File: src/rtl/anode_scanner.sv
`default_nettype none
// ============================================================================
//  Module   : anode_scanner
//  Purpose  : Multiplexed seven-segment driver with per-slot guard blanking,
//             per-frame input snapshot and internal hex decode.
//  Revision : 1.0  initial release
// ============================================================================
module anode_scanner #(
   parameter int NUM_DIGITS = 4,
   parameter int TICK_DIV   = 50000,
   parameter int SLOT_TICKS = 4,
   parameter int ON_FIRST   = 2,
   parameter int ON_LAST    = 2
) (
   input  logic                          clk,
   input  logic                          reset,
   input  logic [4*NUM_DIGITS-1:0]       digits,
   input  logic [NUM_DIGITS-1:0]         dp,
   input  logic [NUM_DIGITS-1:0]         digit_en,
   output logic [NUM_DIGITS-1:0]         an,
   output logic [6:0]                    seg,
   output logic                          dp_n,
   output logic [$clog2(NUM_DIGITS)-1:0] digit_idx,
   output logic                          frame_start
);

   // Degenerate divisors still need a one-bit counter to keep widths legal.
   localparam int c_dw = (TICK_DIV > 1) ? $clog2(TICK_DIV) : 1;
   localparam int c_tw = (SLOT_TICKS > 1) ? $clog2(SLOT_TICKS) : 1;
   localparam int c_iw = $clog2(NUM_DIGITS);

   localparam logic [c_dw-1:0] c_div_last  = c_dw'(TICK_DIV - 1);
   localparam logic [c_tw-1:0] c_tick_last = c_tw'(SLOT_TICKS - 1);
   localparam logic [c_iw-1:0] c_idx_last  = c_iw'(NUM_DIGITS - 1);
   localparam logic [6:0]      c_seg_off   = 7'h7F;

   logic [c_dw-1:0]         r_div;
   logic [c_tw-1:0]         r_tick;
   logic [c_iw-1:0]         r_idx;
   logic                    r_frame_pend;
   logic [4*NUM_DIGITS-1:0] r_dig_sh;
   logic [NUM_DIGITS-1:0]   r_dp_sh;
   logic [NUM_DIGITS-1:0]   r_en_sh;

   logic                    w_tick;
   logic                    w_slot_wrap;
   logic                    w_frame_wrap;
   logic [(2**c_tw)-1:0]    w_win;
   logic [3:0]              w_dig_arr [NUM_DIGITS];
   logic [3:0]              w_cur_dig;
   logic                    w_cur_dp;
   logic                    w_lit;
   logic [6:0]              w_seg_dec;
   logic [NUM_DIGITS-1:0]   w_an_sel;

   assign w_tick       = (r_div == c_div_last);
   assign w_slot_wrap  = w_tick && (r_tick == c_tick_last);
   assign w_frame_wrap = w_slot_wrap && (r_idx == c_idx_last);

   // Prescaler, tick-in-slot and slot index counters.
   always_ff @(posedge clk) begin
      if (reset) begin
         r_div  <= '0;
         r_tick <= '0;
         r_idx  <= '0;
      end else begin
         if (w_tick) begin
            r_div <= '0;
         end else begin
            r_div <= r_div + c_dw'(1);
         end
         if (w_slot_wrap) begin
            r_tick <= '0;
            if (r_idx == c_idx_last) begin
               r_idx <= '0;
            end else begin
               r_idx <= r_idx + c_iw'(1);
            end
         end else if (w_tick) begin
            r_tick <= r_tick + c_tw'(1);
         end
      end
   end

   // Shadow copies only move at the frame boundary so a frame is never torn.
   always_ff @(posedge clk) begin
      if (reset) begin
         r_dig_sh     <= '0;
         r_dp_sh      <= '0;
         r_en_sh      <= '0;
         r_frame_pend <= 1'b0;
      end else begin
         r_frame_pend <= w_frame_wrap;
         if (w_frame_wrap) begin
            r_dig_sh <= digits;
            r_dp_sh  <= dp;
            r_en_sh  <= digit_en;
         end
      end
   end

   // Lit-window lookup, one entry per representable tick value.
   for (genvar gi = 0; gi < (2**c_tw); gi++) begin : g_win
      assign w_win[gi] = (gi >= ON_FIRST) && (gi <= ON_LAST);
   end

   for (genvar gd = 0; gd < NUM_DIGITS; gd++) begin : g_dig
      assign w_dig_arr[gd] = r_dig_sh[4*gd +: 4];
   end

   assign w_cur_dig = w_dig_arr[r_idx];
   assign w_cur_dp  = r_dp_sh[r_idx];
   assign w_lit     = w_win[r_tick] && r_en_sh[r_idx];
   assign w_an_sel  = ~(NUM_DIGITS'(1) << r_idx);

   always_comb begin
      w_seg_dec = c_seg_off;
      case (w_cur_dig)
         4'h0:    w_seg_dec = 7'h40;
         4'h1:    w_seg_dec = 7'h79;
         4'h2:    w_seg_dec = 7'h24;
         4'h3:    w_seg_dec = 7'h30;
         4'h4:    w_seg_dec = 7'h19;
         4'h5:    w_seg_dec = 7'h12;
         4'h6:    w_seg_dec = 7'h02;
         4'h7:    w_seg_dec = 7'h78;
         4'h8:    w_seg_dec = 7'h00;
         4'h9:    w_seg_dec = 7'h10;
         4'hA:    w_seg_dec = 7'h08;
         4'hB:    w_seg_dec = 7'h03;
         4'hC:    w_seg_dec = 7'h46;
         4'hD:    w_seg_dec = 7'h21;
         4'hE:    w_seg_dec = 7'h06;
         default: w_seg_dec = 7'h0E;
      endcase
   end

   // All pin-facing outputs share one register stage so they move together.
   always_ff @(posedge clk) begin
      if (reset) begin
         an          <= '1;
         seg         <= c_seg_off;
         dp_n        <= 1'b1;
         digit_idx   <= '0;
         frame_start <= 1'b0;
      end else begin
         an          <= w_lit ? w_an_sel : '1;
         seg         <= w_lit ? w_seg_dec : c_seg_off;
         dp_n        <= w_lit ? ~w_cur_dp : 1'b1;
         digit_idx   <= r_idx;
         frame_start <= r_frame_pend;
      end
   end

endmodule
`default_nettype wire

File: config.mk
export PLATFORM = sky130hd
export DESIGN_NAME = anode_scanner
export DESIGN_NICKNAME = d
export VERILOG_FILES = /design/src/rtl/anode_scanner.sv
export SDC_FILE = /design/constraint.sdc
export NUM_CORES = 1
export LEC_CHECK = 0
export BUFFER_PORTS_ARGS = -buffer_cell sky130_fd_sc_hd__buf_2
export CAP_MARGIN = 25
export CORE_UTILIZATION = 56
export CTS_CLUSTER_DIAMETER = 60
export CTS_CLUSTER_SIZE = 25
export DETAILED_ROUTE_END_ITERATION = 8
export PLACE_DENSITY = 0.79
export SLEW_MARGIN = 10
export SYNTH_ARGS = -nofsm -noshare
export SYNTH_HDL_FRONTEND = slang
export SYNTH_SLANG_ARGS = --single-unit
File: constraint.sdc
create_clock -name clk -period 2.3 [get_ports clk]
set_input_delay 0.46 -clock clk [delete_from_list [all_inputs] [get_ports clk]]
set_output_delay 0.46 -clock clk [all_outputs]
set_load 0.02 [all_outputs]
==> impl_metrics.csv, run 1 <==
group,metric,value,unit
detailed_routing,drt_pass1_iterations,6,
hold_path,hold_path_class,"input pin to register",
worst_setup_path,crit_arrival,2.41,ns
sta,final.setup_skew,0.00832,ns
floorplanning,die_h,70.7,um
synthesis,synth_enable_flop_cells,0,
clocking,cts_htree_levels,3,
final_layout,fillers,367,
clocking,cts_max_path_buffers,2,
pwr,leakagePower,1.14,nW
global_route,grt_max_degree,35,
synthesis,yosysUniqueCellTypes,39,
final_layout,multi_input_area,1330,um2
pwr,pwr-share-clk,0.428,
sta,rsz0062_at_grt,"no",
synthesis,netlist_instances,292,
synthesis,synth_area_leaders,"dfxtp_1 45%, a21oi_1 6.2%, nand3_1 6.2%, ha_1 6.1%, o21ai_0 5.5%",
worst_setup_path,critPathBufInv,2,
sta,tns,0,ns
final_layout,fin_util,0.700,
placement,placed_area,2920,um2
outcome,violations,"DRC",
final_layout,finalNetCount,372,
global_route,antenna_found_initial,0,
global_route,grt_pass1_wl,9360,um
pwr,internal_power,1.51,mW
pwr,switchingPower,0.402,mW
worst_setup_path,critPathSlowestCell,"or4_4",
worst_setup_path,ff2ff_setup_slack,0.1,ns
final_layout,design_area,3110,um2
detailed_routing,ant_nets,0,
pwr,power.density,614,nW/um2
final_layout,area_growth,17.5,%
global_route,grt-ovfl-total,0,
flow_run,drv_cap,0,
sta,max_slew.worst_pin.slew,0.672,ns
worst_setup_path,crit_end,"r_div[14]",
floorplanning,rows,24,
clocking,clk_latency,0.33,ns
worst_setup_path,crit_type,"register to register",
worst_setup_path,worstSetupEndpointType,"register",
pwr,p_sw_frac,0.211,
sta,setup_viol,0,
clocking,path_clk_slew,0.07,ns
sta,hold_viol,0,
pwr,power,1.91,mW
worst_setup_path,cp.depth,6,
detailed_routing,viasPerCell,5.65,
clocking,root_buffer,"clkbuf_8",
detailed_routing,route.vias.total,2196,
floorplanning,pin_count,41,
synthesis,yosysSeqAreaShare,0.454,
sta,period_minus_slack,2.20,ns
pwr,power_frac_comb,0.024,
sta,fin_crit_sh,0.958,
placement,port_buffers,40,
worst_setup_path,cp-start-kind,"register",
final_layout,seq_area,1200,um2
sta,slew_violations,0,
synthesis,ys_ff_latch,60,
clocking,cts_sinks,60,
global_route,grt_pass1_vias,2105,
clocking,cts-buffers-inserted,9,
floorplanning,dieArea,5000,um2
worst_setup_path,crit_start,"r_div[14]",
clocking,hold_buffers,0,
final_layout,antenna_cells,0,
detailed_routing,finalWirelength,5490,um
worst_setup_path,path_cells,"or4bb_4, or4_4, buf_4, or2b_1, buf_12, a21oi_1",
sta,fmax,0.454,GHz
floorplanning,coreArea,4440,um2
worst_setup_path,r2r_end,"r_div[14]",
synthesis,synth_top_area_frac,0.454,
detailed_routing,drtIter0Drc,106,
synthesis,yosysTopAreaCell,"dfxtp_1",
clocking,tritoncts,"done",
worst_setup_path,regToRegStartpoint,"r_div[14]",
synthesis,ys_warn_count,0,
global_route,track_usage,0.240,
synthesis,ys.flop_type,"dfxtp_1",
synthesis,avgSynthCellArea,9.06,um2
pwr,peakVddDrop,352,uV
synthesis,syn_area,2650,um2
floorplanning,die_x,70.7,um
sta,slew_headroom,0.551,
final_layout,drive_gt1_frac,0.228,
worst_setup_path,cp_max_fo,16,
pwr,power_frac_seq,0.548,
detailed_routing,route.detailed.drc,6,
synthesis,syn_nets,331,
outcome,status,"finished, violations left",
synthesis,async_flop_share,0,
placement,globalplace.congestion,0.840,
floorplanning,start_util,0.595,
worst_setup_path,crit_path_max_incr_delay,0.62,ns
worst_setup_path,r2r_cells,6,
worst_setup_path,cp.required,2.51,ns
placement,hpwl,3660,um
detailed_routing,wl_per_cell,14.1,um
worst_setup_path,cp_top_family,"simple AND/OR/NAND/NOR gates",
[cell usage in the layout (no fill, tap or decap), drive strengths merged, types with 3 or more instances in the layout]
cell type	count
xnor2	3
nand3	33
a21oi	33
mux4	6
buf	53
xor2	9
clkbuf	13
or4	4
dfxtp	60
o221ai	4
inv	10
o21ai	29
and4	3
nor2	18
ha	13
nand2	17
nor2b	3
[registers in the layout, indices dropped and copies added (netlist names)]
name	cells
r_div	16
r_en_sh	4
digit_idx	2
an	4
r_idx	2
r_frame_pend	1
r_dp_sh	4
seg	7
frame_start	1
r_dig_sh	16
dp_n	1
r_tick	2
[worst reg2reg max path, delay by kind of cell (launching register included)]
family          cells  cell delay (ns)
compound gates      1             0.05
flops               1             0.36
buf+inv             2             0.32
simple gates        3             1.37
[worst min path at each step]
stage / start / end / slack, ns / depth (start not counted)
global route: dp[0] / r_dp_sh[0] / 0.38 / 3
detailed placement: r_frame_pend / frame_start / 0.45 / 1
floorplan: r_frame_pend / frame_start / 0.41 / 1
CTS: dp[0] / r_dp_sh[0] / 0.37 / 3
global placement: r_frame_pend / frame_start / 0.43 / 1
finish: dp[0] / r_dp_sh[0] / 0.38 / 3
[kinds of logic (layout without fill, tap and decap cells)]
logic type / Yosys count / after routing / share of synthesized area
fa+ha+maj: 13 / 13 / 0.0615
compound gates: 71 / 71 / 0.146
flops: 60 / 60 / 0.454
xor+xnor: 12 / 12 / 0.0397
buf+inv: 33 / 78 / 0.0482
mux: 7 / 7 / 0.0549
simple gates: 96 / 96 / 0.195
[area by class of cell]
class                      count  area share
multi-input combinational    199       0.427
timing repair buffer          53      0.0990
sequential                    60       0.386
clock buffer                  13      0.0511
clock inverter                 2     0.00322
inverter                      10      0.0121
tap                           52      0.0209
[timing repair]
action | CTS | global route
gates resized for setup | 0 | 2
setup endpoints to repair | 0 | 3
buffers inserted | 0 | 3
[synth_stat cells, drive strengths merged (2+ instances only)]
library cell,count
nand4,2
ha,13
nand2,17
xnor2,3
a21oi,33
mux4,6
inv,10
clkbuf,21
or3,2
o221ai,4
nor2b,3
or4bb,2
xor2,9
nor2,18
or4,4
nand3,33
nand2b,2
buf,2
dfxtp,60
o21ai,29
and4,3
[metal layers]
| metal | up-vias | track usage | wire length [um] |
|---|---|---|---|
| li1 | 1110 | - | - |
| met1 | 1019 | 0.301 | 2480 |
| met2 | 60 | 0.397 | 2670 |
| met3 | 7 | 0.0641 | 259 |
| met4 | 0 | 0.0933 | 75 |
| met5 | - | 0 | 0 |
[power by group through the flow]
stage | registers (mW) | logic, mW | clock network [mW]
final | 1.05 | 0.0452 | 0.817
after global routing | 1.05 | 0.0515 | 0.897
after CTS | 1.05 | 0.0455 | 0.837
after detailed placement | 1.07 | 0.0450 | 0
after global placement | 1.07 | 0.0446 | 0
after floorplan | 1.07 | 0.0194 | 0
[per-stage QoR]
| step | setup WS [ns] | cells | hold WS (ns) |
|---|---|---|---|
| CTS | 0.0697 | 386 | 0.371 |
| global route | 0.0139 | 389 | 0.383 |
| global placement | 0.136 | 371 | 0.432 |
| floorplan | 0.148 | 292 | 0.414 |
| detailed placement | 0.0719 | 371 | 0.446 |
| finish | 0.0964 | 389 | 0.385 |
(Power assumes the default switching activity.)
==> run 2: changes to the inputs <==
Settings changed: CAP_MARGIN 25 to 20, CORE_UTILIZATION 56 to 40, PLACE_DENSITY 0.79 to unset, SLEW_MARGIN 10 to 25.
==> impl_metrics.csv, run 2 (synthesis results as in run 1) <==
group,metric,value,unit
pwr,power.density,612,nW/um2
clocking,cts_max_path_buffers,2,
clocking,cts_htree_levels,3,
worst_setup_path,cp.required,2.52,ns
detailed_routing,wl_per_cell,13.6,um
global_route,grt_max_degree,27,
detailed_routing,ant_nets,0,
sta,hold_viol,0,
final_layout,multi_input_area,1330,um2
placement,port_buffers,40,
worst_setup_path,worstSetupEndpointType,"register",
final_layout,seq_area,1200,um2
worst_setup_path,crit_type,"register to register",
final_layout,fillers,615,
detailed_routing,route.detailed.drc,0,
final_layout,area_growth,21.1,%
worst_setup_path,critPathSlowestCell,"or4_4",
outcome,status,"finished, final reports clean",
worst_setup_path,path_cells,"or4bb_1, or4_4, buf_4, or2b_1, buf_12, a21oi_1",
sta,rsz0062_at_grt,"no",
floorplanning,dieArea,6940,um2
worst_setup_path,regToRegStartpoint,"r_div[14]",
clocking,root_buffer,"clkbuf_8",
sta,setup_slack,0.0946,ns
sta,period_minus_slack,2.21,ns
clocking,cts-buffers-inserted,9,
sta,fin_crit_sh,0.959,
global_route,grt-ovfl-total,0,
pwr,power,1.96,mW
worst_setup_path,cp_top_family,"simple AND/OR/NAND/NOR gates",
sta,setup_viol,0,
floorplanning,start_util,0.417,
sta,fmax,0.453,GHz
final_layout,mostFrequentLayoutCell,"dfxtp_1",
detailed_routing,drt_pass1_iterations,6,
floorplanning,die_h,83.3,um
placement,placed_cells,401,
final_layout,final_cell_mix,"60 x dfxtp_1, 40 x buf_2, 33 x nand3_1, 33 x a21oi_1, 28 x o21ai_0",
sta,tns,0,ns
floorplanning,coreArea,6350,um2
worst_setup_path,crit_start,"r_div[14]",
flow_run,drv_cap,0,
hold_path,hold_path_class,"input pin to register",
final_layout,antenna_cells,0,
sta,max_slew.worst_pin.slew,0.411,ns
pwr,leakagePower,1.18,nW
global_route,grt_pass1_vias,2051,
floorplanning,pin_count,41,
detailed_routing,viasPerCell,5.11,
worst_setup_path,cp_max_fo,16,
hold_path,min_from,"dp[2]",
final_layout,top_regs,"r_dig_sh x16, r_div x16, seg x7",
floorplanning,die_x,83.3,um
clocking,cts_sinks,60,
final_layout,drive_gt1_frac,0.236,
placement,globalplace.congestion,0.830,
clocking,tritoncts,"done",
final_layout,finalNetCount,377,
detailed_routing,route.vias.total,2145,
global_route,track_usage,0.174,
clocking,path_clk_slew,0.07,ns
global_route,antenna_found_initial,0,
worst_setup_path,cp-start-kind,"register",
global_route,grt_pass1_wl,9600,um
sta,slew_headroom,0.726,
detailed_routing,finalWirelength,5690,um
worst_setup_path,critPathBufInv,2,
sta,slew_violations,0,
worst_setup_path,crit_path_max_incr_delay,0.61,ns
placement,place_ws,0.130,ns
clocking,clk_latency,0.34,ns
final_layout,final_cells,420,
worst_setup_path,crit_arrival,2.42,ns
sta,final.setup_skew,0.00983,ns
pwr,peakVddDrop,325,uV
detailed_routing,drtIter0Drc,65,
floorplanning,rows,29,
placement,hpwl,3950,um
run 2: changes by cell type in the layout (fill, tap and decap cells not counted), sizes merged:
| cell | change |
|---|---|
| buf | +5 |
| clkinv | -1 |
| clkbuf | +2 |
run 2: what timing repair did:
action | 4_1_cts | 5_1_grt
setup endpoints to repair | 0 | 1
hold buffers | 0 | 0
setup buffers | 0 | 3
gates resized for setup | 0 | 1
run 2: routing by layer:
layer,track usage,part of all wire
met1,0.236,0.51
met2,0.258,0.44
met3,0.0388,0.031
met4,0.0940,0.022
met5,0,0
run 2: path summary, 6_finish.rpt:
path	slack [ns]	depth (start not counted)	to
setup / recovery	0.09	6	r_div[14]
hold / removal	0.37	3	r_dp_sh[2]
setup reg to reg	0.09	6	r_div[14]
hold reg to reg	0.47	1	r_div[0]
run 2: area by class of cell:
cell class              count  area share
multi-input cells         199       0.414
flip-flops and latches     60       0.375
repair buffers             58       0.113
clock buffers              15      0.0551
well taps                  77      0.0301
inverters                  10      0.0117
clock inverters             1     0.00156
run 2: worst min-delay path, stage by stage:
cell,delay [ns]
buf_2,0.09
nand3_1,0.05
a21oi_1,0.06
run 2: report_power, final:
group	switching (mW)	total, mW	leakage [nW]	internal [mW]
sequential	0.00379	1.05	0.484	1.04
combinational	0.0244	0.0487	0.598	0.0243
clock	0.386	0.865	0.0937	0.479
total	0.414	1.96	1.18	1.55
run 2: through the flow:
step	cell area (um2)	util	hold slack [ns]
final	3200	0.504	0.374
after global routing	3200	0.504	0.372
after CTS	3180	0.501	0.365
after detailed placement	3000	0.472	0.457
after global placement	3000	0.472	0.445
after floorplan	2650	-	0.414
